<file path="src/rtl/anb_smc_rd_arb.sv">
// anb_smc_rd_arb: shares one SMC read port among N ANB read requesters.
// Address requests are granted round-robin into a one-entry output register
// and tagged with the requester index. Returned beats are steered back by id.
// A per-requester counter caps the number of accepted, unfinished bursts.
// Requester-side buses are packed arrays indexed by requester number.
module anb_smc_rd_arb #(
  parameter int N         = 4,
  parameter int MAX_OUTST = 4,
  parameter int AW        = 64,
  parameter int LW        = 14,
  parameter int DW        = 128,
  localparam int IDW      = $clog2(N),
  localparam int CW       = $clog2(MAX_OUTST + 1)
) (
  input  logic                  clk,
  input  logic                  rst,
  // requester side
  input  logic [N-1:0][AW-1:0]  m_addr,
  input  logic [N-1:0][LW-1:0]  m_len,
  input  logic [N-1:0]          m_avalid,
  input  logic [N-1:0]          m_ready,
  output logic [N-1:0]          m_aready,
  output logic [N-1:0][DW-1:0]  m_data,
  output logic [N-1:0]          m_last,
  output logic [N-1:0]          m_valid,
  // memory side
  output logic [IDW-1:0]        smc_aid,
  output logic [AW-1:0]         smc_addr,
  output logic [LW-1:0]         smc_len,
  output logic                  smc_avalid,
  output logic                  smc_ready,
  input  logic                  smc_aready,
  input  logic [IDW-1:0]        smc_id,
  input  logic [DW-1:0]         smc_data,
  input  logic [DW/8-1:0]       smc_strb,
  input  logic                  smc_valid,
  input  logic                  smc_last,
  output logic                  err
);

  localparam logic [CW-1:0] MAX_C = CW'(MAX_OUTST);

  logic                  hold_v_q, hold_v_d;
  logic [IDW-1:0]        hold_aid_q, hold_aid_d;
  logic [AW-1:0]         hold_addr_q, hold_addr_d;
  logic [LW-1:0]         hold_len_q, hold_len_d;
  logic [IDW-1:0]        rr_q, rr_d;
  logic [N-1:0][CW-1:0]  cnt_q, cnt_d;
  logic                  err_q, err_d;

  logic [N-1:0]          elig_s;
  logic                  grant_v_s;
  logic [IDW-1:0]        grant_s;
  logic [IDW-1:0]        scan_s;
  logic                  load_en_s;
  logic                  addr_hs_s;
  logic [N-1:0]          id_hit_s;
  logic                  id_ok_s;
  logic                  data_hs_s;
  logic [N-1:0]          inc_s;
  logic [N-1:0]          dec_s;
  logic                  strb_unused_s;

  // Byte strobes carry no meaning on the read return path.
  assign strb_unused_s = ^smc_strb;

  assign smc_avalid = hold_v_q;
  assign smc_aid    = hold_aid_q;
  assign smc_addr   = hold_addr_q;
  assign smc_len    = hold_len_q;
  assign err        = err_q;

  // Eligibility and round-robin winner search starting at rr_q.
  always_comb begin
    grant_v_s = 1'b0;
    grant_s   = '0;
    scan_s    = '0;
    for (int i = 0; i < N; i++) begin
      elig_s[i] = m_avalid[i] && (cnt_q[i] < MAX_C);
    end
    for (int k = 0; k < N; k++) begin
      scan_s = IDW'((int'(rr_q) + k) % N);
      if (!grant_v_s && elig_s[scan_s]) begin
        grant_v_s = 1'b1;
        grant_s   = scan_s;
      end else begin
        grant_v_s = grant_v_s;
      end
    end
  end

  // Address grant: the winner sees aready whenever the hold register can load.
  always_comb begin
    load_en_s = !hold_v_q || smc_aready;
    addr_hs_s = grant_v_s && load_en_s && !rst;
    m_aready  = '0;
    if (addr_hs_s) begin
      m_aready[grant_s] = 1'b1;
    end else begin
      m_aready = '0;
    end
  end

  // Return-data steering by id; unknown ids are accepted and dropped.
  always_comb begin
    id_ok_s   = 1'b0;
    smc_ready = 1'b1;
    for (int i = 0; i < N; i++) begin
      id_hit_s[i] = (smc_id == IDW'(i));
      if (id_hit_s[i]) begin
        id_ok_s   = 1'b1;
        smc_ready = m_ready[i];
      end else begin
        id_ok_s   = id_ok_s;
      end
      m_valid[i] = smc_valid && id_hit_s[i];
      m_data[i]  = smc_data;
      m_last[i]  = smc_last;
    end
    data_hs_s = smc_valid && smc_ready;
  end

  // Next state for the hold register, pointer, counters and error flag.
  always_comb begin
    hold_v_d    = hold_v_q;
    hold_aid_d  = hold_aid_q;
    hold_addr_d = hold_addr_q;
    hold_len_d  = hold_len_q;
    rr_d        = rr_q;
    cnt_d       = cnt_q;
    err_d       = err_q || (smc_valid && !id_ok_s);

    if (addr_hs_s) begin
      hold_v_d    = 1'b1;
      hold_aid_d  = grant_s;
      hold_addr_d = m_addr[grant_s];
      hold_len_d  = m_len[grant_s];
      rr_d        = IDW'((int'(grant_s) + 1) % N);
    end else if (hold_v_q && smc_aready) begin
      hold_v_d    = 1'b0;
    end else begin
      hold_v_d    = hold_v_q;
    end

    for (int i = 0; i < N; i++) begin
      inc_s[i] = addr_hs_s && (grant_s == IDW'(i));
      // A zero count never decrements: beats left over from before a reset.
      dec_s[i] = data_hs_s && smc_last && id_hit_s[i] && (cnt_q[i] != '0);
      case ({inc_s[i], dec_s[i]})
        2'b10:   cnt_d[i] = cnt_q[i] + CW'(1);
        2'b01:   cnt_d[i] = cnt_q[i] - CW'(1);
        default: cnt_d[i] = cnt_q[i];
      endcase
    end
  end

  // State registers with synchronous reset.
  always_ff @(posedge clk) begin
    if (rst) begin
      hold_v_q    <= 1'b0;
      hold_aid_q  <= '0;
      hold_addr_q <= '0;
      hold_len_q  <= '0;
      rr_q        <= '0;
      cnt_q       <= '0;
      err_q       <= 1'b0;
    end else begin
      hold_v_q    <= hold_v_d;
      hold_aid_q  <= hold_aid_d;
      hold_addr_q <= hold_addr_d;
      hold_len_q  <= hold_len_d;
      rr_q        <= rr_d;
      cnt_q       <= cnt_d;
      err_q       <= err_d;
    end
  end

endmodule

</file>
<file path="config.mk">
export PLATFORM = sky130hd
export DESIGN_NAME = anb_smc_rd_arb
export DESIGN_NICKNAME = d
export VERILOG_FILES = /design/src/rtl/anb_smc_rd_arb.sv
export SDC_FILE = /design/constraint.sdc
export NUM_CORES = 1
export LEC_CHECK = 0
export BUFFER_PORTS_ARGS = -buffer_cell sky130_fd_sc_hd__buf_2
export CORE_AREA = 4 4 413 415
export DETAILED_ROUTE_END_ITERATION = 16
export DIE_AREA = 0 0 417 419
export SLEW_MARGIN = 20
export SYNTH_ARGS = -nofsm -noshare
export SYNTH_HDL_FRONTEND = slang
export SYNTH_SLANG_ARGS = --single-unit
</file>
<file path="constraint.sdc">
create_clock -name clk -period 7.3 [get_ports clk]
set_input_delay 0 -clock clk [delete_from_list [all_inputs] [get_ports clk]]
set_output_delay 0 -clock clk [all_outputs]
set_load 0.005 [all_outputs]
</file>
==> results of run 1 <==
-- power groups by stage --
| stage | Clock, mW | Sequential (mW) | Combinational, mW |
|---|---|---|---|
| after floorplan | 0 | 0.673 | 0.625 |
| after global placement | 0 | 0.668 | 0.850 |
| after detailed placement | 0 | 0.672 | 0.856 |
| after CTS | 0.595 | 0.661 | 1.00 |
| after global routing | 0.593 | 0.671 | 1.05 |
| final | 0.545 | 0.662 | 0.952 |
-- metrics by stage --
step	hold WS [ns]	setup WS (ns)
after global placement	0.0000828	4.05
after global routing	0.0000213	3.27
after floorplan	0.0808	4.77
after CTS	0.0000828	3.49
after detailed placement	0.0000828	3.96
final	0.00000120	3.44
-- per-layer routing --
metal / up-vias / global-route usage [%]
li1: 3539 / -
met1: 3895 / 6.25
met2: 664 / 11.3
met3: 213 / 8.59
met4: 22 / 3.62
met5: - / 1.36
-- area by class of cell --
class	instances	share of cell area (%)
timing repair buffer	588	29.0
sequential	96	14.8
clock buffer	9	1.73
clock inverter	7	0.472
multi-input combinational	487	32.2
tap	2204	21.2
inverter	15	0.433
antenna	4	0.0771
-- state kept, by name, indices dropped and copies added (netlist names) --
register    cells
smc_addr       64
smc_len        14
cnt_q          12
rr_q            2
smc_aid         2
err             1
smc_avalid      1
-- cells by family (layout without fill, tap and decap cells) --
group,Yosys count,in the layout,share of synthesized area (%)
AO/OA/AOI/OAI,105,105,12.7
XOR/XNOR,9,9,0.740
adder cells (fa/ha/maj),8,8,1.22
buffers and inverters,597,619,43.0
flip-flops,96,96,18.0
multiplexers,80,80,7.63
other,0,4,0
AND/OR/NAND/NOR,285,285,16.6
-- final timing paths --
check,cells past startpoint,slack (ns),end
hold reg to reg,2,0.47,smc_aid[0]
setup reg to reg,8,3.44,smc_addr[24]
hold / removal,0,0.000001,m_data[371]
setup / recovery,8,3.44,smc_addr[24]
-- critical path: cells and delay by family (launching register included) --
| kind | cells | cell delay [ns] |
|---|---|---|
| buffers and inverters | 3 | 1.93 |
| and+or+nand+nor | 1 | 0.20 |
| muxes | 2 | 0.81 |
| DFF | 1 | 0.35 |
| AOI/OAI and AO/OA | 2 | 0.38 |
-- placed cells by master (no fill, tap or decap), types with 3 or more instances in the layout --
cell type	n
o2111ai_2	78
buf_4	7
a21o_1	3
fa_1	4
o21ai_0	4
buf_2	421
nand3_1	77
a21oi_1	10
nor2_1	18
or3_1	4
diode_2	4
nand2b_1	4
nand2_1	82
clkbuf_16	9
nor3_1	3
dfxtp_1	96
dlygate4sd3_1	159
ha_1	4
nand3_2	80
nor2b_2	4
inv_1	13
mux2i_1	79
xor2_1	8
-- repair_timing --
| item | 4_1_cts | 5_1_grt |
|---|---|---|
| endpoints found under the hold margin | 88 | 0 |
| hold buffers | 159 | 0 |
| setup buffers | 0 | 0 |
==> impl_results.md, run 1 <==
* Outcome: finished clean
* Worst setup EP type: register
* DPL Wire Length at 60,600 um
* Met3 Routed Length at 16,400 um
* Top FF cell, synth: dfxtp_1
* Sw Share at 42.0%
* Total chip power at 2.16 mW
* Fmax at 0.259 GHz
* Worst vdd ir at 0.134 mV
* Vias in the first global route at 8,410
* CP Cell Sequence: nor2b_2 -> mux2i_1 -> o221ai_4 -> buf_12 -> buf_4 -> mux2i_1 -> o2111ai_2 -> dlygate4sd3_1
* Internal power consumption at 1.25 mW
* Reg area at 1920 um2
* Clock Latency Late Sink at 0.43 ns
* Tot GR Track Use at 7.68%
* Filler instances at 19,500
* Initial Util at 6.39%
* Crit-path max cell delay at 0.86 ns
* CP required at 7.62 ns
* Ys async rst share at 0%
* Design area at 13,000 um2
* EDFF count, synth at 0
* Startpoint Class: register
* Comb pwr share at 44.1%
* Wire length on met2 at 30,900 um
* Rel. slew slack at 30.8%
* Routed met1 length at 19,800 um
* Synth Cell Area at 10,700 um2
* CTS tree: done
* Final Hold Vio Count at 0
* Root buffer cell: clkbuf_16
* Worst Tran Pin Value at 1.04 ns
* Cell Area, Placed at 11,100 um2
* Rows at 150
* Io pins at 1,078
* RSZ-0062 raised after global routing: false
* Chip width at 417 um
* Routed wire length at 70,800 um
* H-tree levels at 3
* CTS resizes at 0
* First-pass GRT wire length at 86,500 um
* PD cells at 166 nW/um2
* Hold Path Class: in -> out
* Synthesized Nets at 1,659
* Max-cap violations at 0
* Cells after synthesis at 1,180
* Residual DRC at 0
* Synth cell count leaders: buf_4, dfxtp_1, nand2_1
* Gpl congestion at 0.933
* Core area at 167,000 um2
* # setup viols final at 0
* Max-slew violations at 0
* # nets final at 1,676
* Global route overflow at 0
* Largest area contributor in the netlist: buf_4
* Final period util at 52.9%
* Initial DRC count at 543
* Die height at 419 um
* Area growth syn-to-layout at 21.9%
* Sequential power share at 30.7%
* Crit path kind: reg -> reg
* Final std cells w/o fill at 3,410
* Post-synthesis sequential area ratio at 18.0%
* Detail Route Antenna Nets at 0
* CP Max Fanout at 96
* Port-buffer cells at 421
* Synth top area share at 37.0%
* Crit path DAT at 4.18 ns
* Library cells used by synthesis at 47
* Layout Skew at 0.0383 ns
* Share of cells above drive strength 1 at 51.3%
* Area of the multi-input gates at 4190 um2
* TritonRoute pass-1 iters at 7
* Setup TNS at 0 ns
* Critical path's most frequent cell: mux2i_1
* Leakage power at 4.99 nW
* CP max stage cell: buf_4
* CTS sink cnt at 96
* Largest net degree at the start of global routing at 97
* Clk pin slew, worst setup/hold paths at 0.09 ns
* Crit path time final at 3.86 ns
* RR Startpoint: cnt_q[8]
* Most numerous cell in the Yosys netlist: buf_4
* Worst setup startpoint: cnt_q[8]
* Clock power frac at 25.2%
* Synthesis-stage register bit count at 96
* Mean Syn Cell Area at 9.03 um2
* Final core utilization at 7.79%
* Clk buf depth at 2
* Psw at 0.906 mW
* Placed cells at 3,231
* Initial antenna violation count at 23
* Die ar. at 175,000 um2
* Yosys warnings at 0
* Synth top area cells: buf_4, dfxtp_1, o2111ai_2
* Via density at 2.44
* Via count at 8,333
* Beginning of the worst hold path: smc_data[115]
* TritonCTS Buffers at 9
* DR top layer: met5
* Mean routed wirelength per cell at 20.8 um
Note: power is estimated with default switching activity, not from simulation.
==> run 2: changes to the inputs <==
- ABC_AREA: default -> 1
- CORE_AREA: 4 4 413 415 -> 4 4 417 419
- DIE_AREA: 0 0 417 419 -> 0 0 421 423
- clock period: 7.3 -> 3.3 ns (I/O delays scaled with it)
==> run 2 against run 1 <==
  * Flip-flop and latch count is the same
  * Critical endpoint is now smc_addr[11]
  * Worst setup slack got worse by 3.2 ns
  * Non-clock buffer count increased by 62
  * Register-to-register slack got worse by 3.2 ns
  * Power rose to 6.6 times the previous value
==> impl_results.md, run 2 <==
* Outcome: finished clean
* Routed wire length at 90,400 um
* Layout Skew at 0.0260 ns
* Synth cell count leaders: buf_4, nand3_1, inv_1
* CTS sink cnt at 96
* Gpl congestion at 0.894
* PD cells at 930 nW/um2
* CP Cell Sequence: inv_2 -> nand3_1 -> nand2_1 -> nand2_1 -> nand2_1 -> nand2_1 -> nand2_1 -> nand2_8 -> buf_12 -> nand3_1 -> nand3_1 -> nand3_1 -> dlygate4sd3_1 -> nand2_1 -> inv_1
* Crit-path max cell delay at 0.62 ns
* Cells after synthesis at 2,005
* Synthesis-stage register bit count at 96
* Buf+Inv Stages, Crit Path at 4
* Commonest non-fill, non-tap cells in the layout: nand3_1, buf_2, inv_1
* Synth Cell Area at 12,000 um2
* Yosys warnings at 0
* Largest net degree at the start of global routing at 104
* Max reg flops at 64
* Residual DRC at 0
* Critical path's most frequent cell: nand2_1
* Max-slew violations at 0
* Clk buf depth at 2
* # nets final at 2,531
* H-tree levels at 3
* Mean Syn Cell Area at 5.99 um2
* CP top delay family: simple AND/OR/NAND/NOR gates
* Worst Tran Pin Value at 0.722 ns
* Worst vdd ir at 0.613 mV
* Detail Route Antenna Nets at 0
* Die ar. at 178,000 um2
* Most numerous cell in the Yosys netlist: buf_4
* CP max stage cell: dlygate4sd3_1
* TritonRoute pass-1 iters at 8
* Port-buffer cells at 421
* # setup viols final at 0
* Via density at 2.91
* Initial DRC count at 1,703
* Post-synthesis sequential area ratio at 16.0%
* Largest area contributor in the netlist: buf_4
* Rows at 152
* Root buffer cell: clkbuf_16
* DPL Wire Length at 75,300 um
* Core area at 171,000 um2
* EDFF count, synth at 0
* Chip width at 421 um
* Crit path time final at 3.10 ns
* Initial antenna violation count at 20
* RSZ-0062 raised after global routing: false
* Max-cap violations at 0
* Setup TNS at 0 ns
* Synth top area cells: buf_4, nand3_1, dfxtp_1
* Mean routed wirelength per cell at 21.0 um
* Ys async rst share at 0%
* Rel. slew slack at 51.9%
* Synthesized Nets at 2,484
* Vias in the first global route at 11,300
* Area growth syn-to-layout at 26.8%
* Global route overflow at 0
* Via count at 12,500
* TritonCTS Buffers at 9
* Top FF cell, synth: dfxtp_1
* Clock Latency Late Sink at 0.44 ns
* Worst setup EP type: register
* Filler instances at 20,000
* Post-CTS Repair Setup Buffers at 0
* Most common cell after layout, fill and taps aside: nand3_1
* Library cells used by synthesis at 28
* CTS tree: done
* Clk pin slew, worst setup/hold paths at 0.08 ns
* Synth top area share at 32.4%
* Share of cells above drive strength 1 at 23.2%
* Die height at 423 um
* Final period util at 93.8%
* Startpoint Class: register
* CP Max Fanout at 105
* Crit path kind: reg -> reg
* Hold Path Class: in -> out
* Final Hold Vio Count at 0
* Final core utilization at 8.93%
* CP required at 3.62 ns
* Crit path DAT at 3.42 ns
* Fmax at 0.323 GHz
* First-pass GRT wire length at 114,000 um
* Io pins at 1,078
* Tot GR Track Use at 9.71%
* Initial Util at 7.04%
* Leakage power at 7.74 nW
==> run 2: cell types whose count changed after synthesis, moves of 77 or more <==
cell / change
inv_1: +377
mux2i_1: -79
nand3_2: -77
nand2_1: +269
nand3_1: +394
o2111ai_2: -78
==> run 2: worst reg2reg max path, delay by kind of cell, from the launching register on <==
kind	cells	cell delay (ns)
simple gates	11	1.46
buf+inv	4	1.10
flops	1	0.45
==> run 2: final timing paths <==
| kind | startpoint | slack [ns] | to | depth (start not counted) |
|---|---|---|---|---|
| setup / recovery | rr_q[0] | 0.20 | smc_addr[11] | 15 |
| hold / removal | smc_data[93] | 0.000006 | m_data[221] | 0 |
| setup reg to reg | rr_q[0] | 0.20 | smc_addr[11] | 15 |
| hold reg to reg | err | 0.43 | err | 2 |
==> run 2: stage by stage <==
stage	std cells	worst slack (ns)	power [mW]	hold slack (ns)	instance area (um2)
4_1_cts	4289	0.0164	14.3	0.0000828	15200
6_report	4297	0.203	14.2	0.00000561	15200
3_5_place_dp	4069	0.444	11.2	0.0000828	12800
3_3_place_gp	4069	0.427	11.2	0.0000828	12800
2_1_floorplan	2005	0.508	7.80	0.0713	12000
5_1_grt	4293	0.000163	15.5	0.0000214	15200
==> run 2: repair_timing <==
item / CTS / global route
gates resized for setup: 0 / 11
hold endpoints to repair: 74 / 0
hold buffers: 205 / 0
endpoints found under the setup margin: 0 / 39
==> run 2: layer usage <==
metal	track usage [%]	routed length [um]
met5	1.13	332
met4	2.53	2100
met3	8.40	18200
met2	14.9	40000
met1	9.78	29800
==> run 2: cells by family after synthesis <==
group,after synthesis,synth area share [%]
adder cells (fa/ha/maj),8,1.08
buffers and inverters,1007,48.8
AO/OA/AOI/OAI,42,1.92
flip-flops,96,16.0
AND/OR/NAND/NOR,852,32.2
==> run 2: final cells by class <==
cell class / instances / area [um2] / area share, %
multi-input cells: 902 / 4260 / 28.0
repair buffers: 650 / 4430 / 29.1
clock inverters: 6 / 91.3 / 0.600
diodes: 8 / 20.0 / 0.131
inverters: 393 / 1480 / 9.73
flip-flops and latches: 96 / 1920 / 12.6
well taps: 2233 / 2790 / 18.3
clock buffers: 9 / 225 / 1.48
==> run 2: power by group <==
group / leakage, nW / internal [mW] / switching, mW / total (mW)
combinational: 6.78 / 4.01 / 6.84 / 10.8
sequential: 0.803 / 1.72 / 0.294 / 2.01
clock: 0.156 / 0.667 / 0.646 / 1.31
total: 7.74 / 6.39 / 7.78 / 14.2
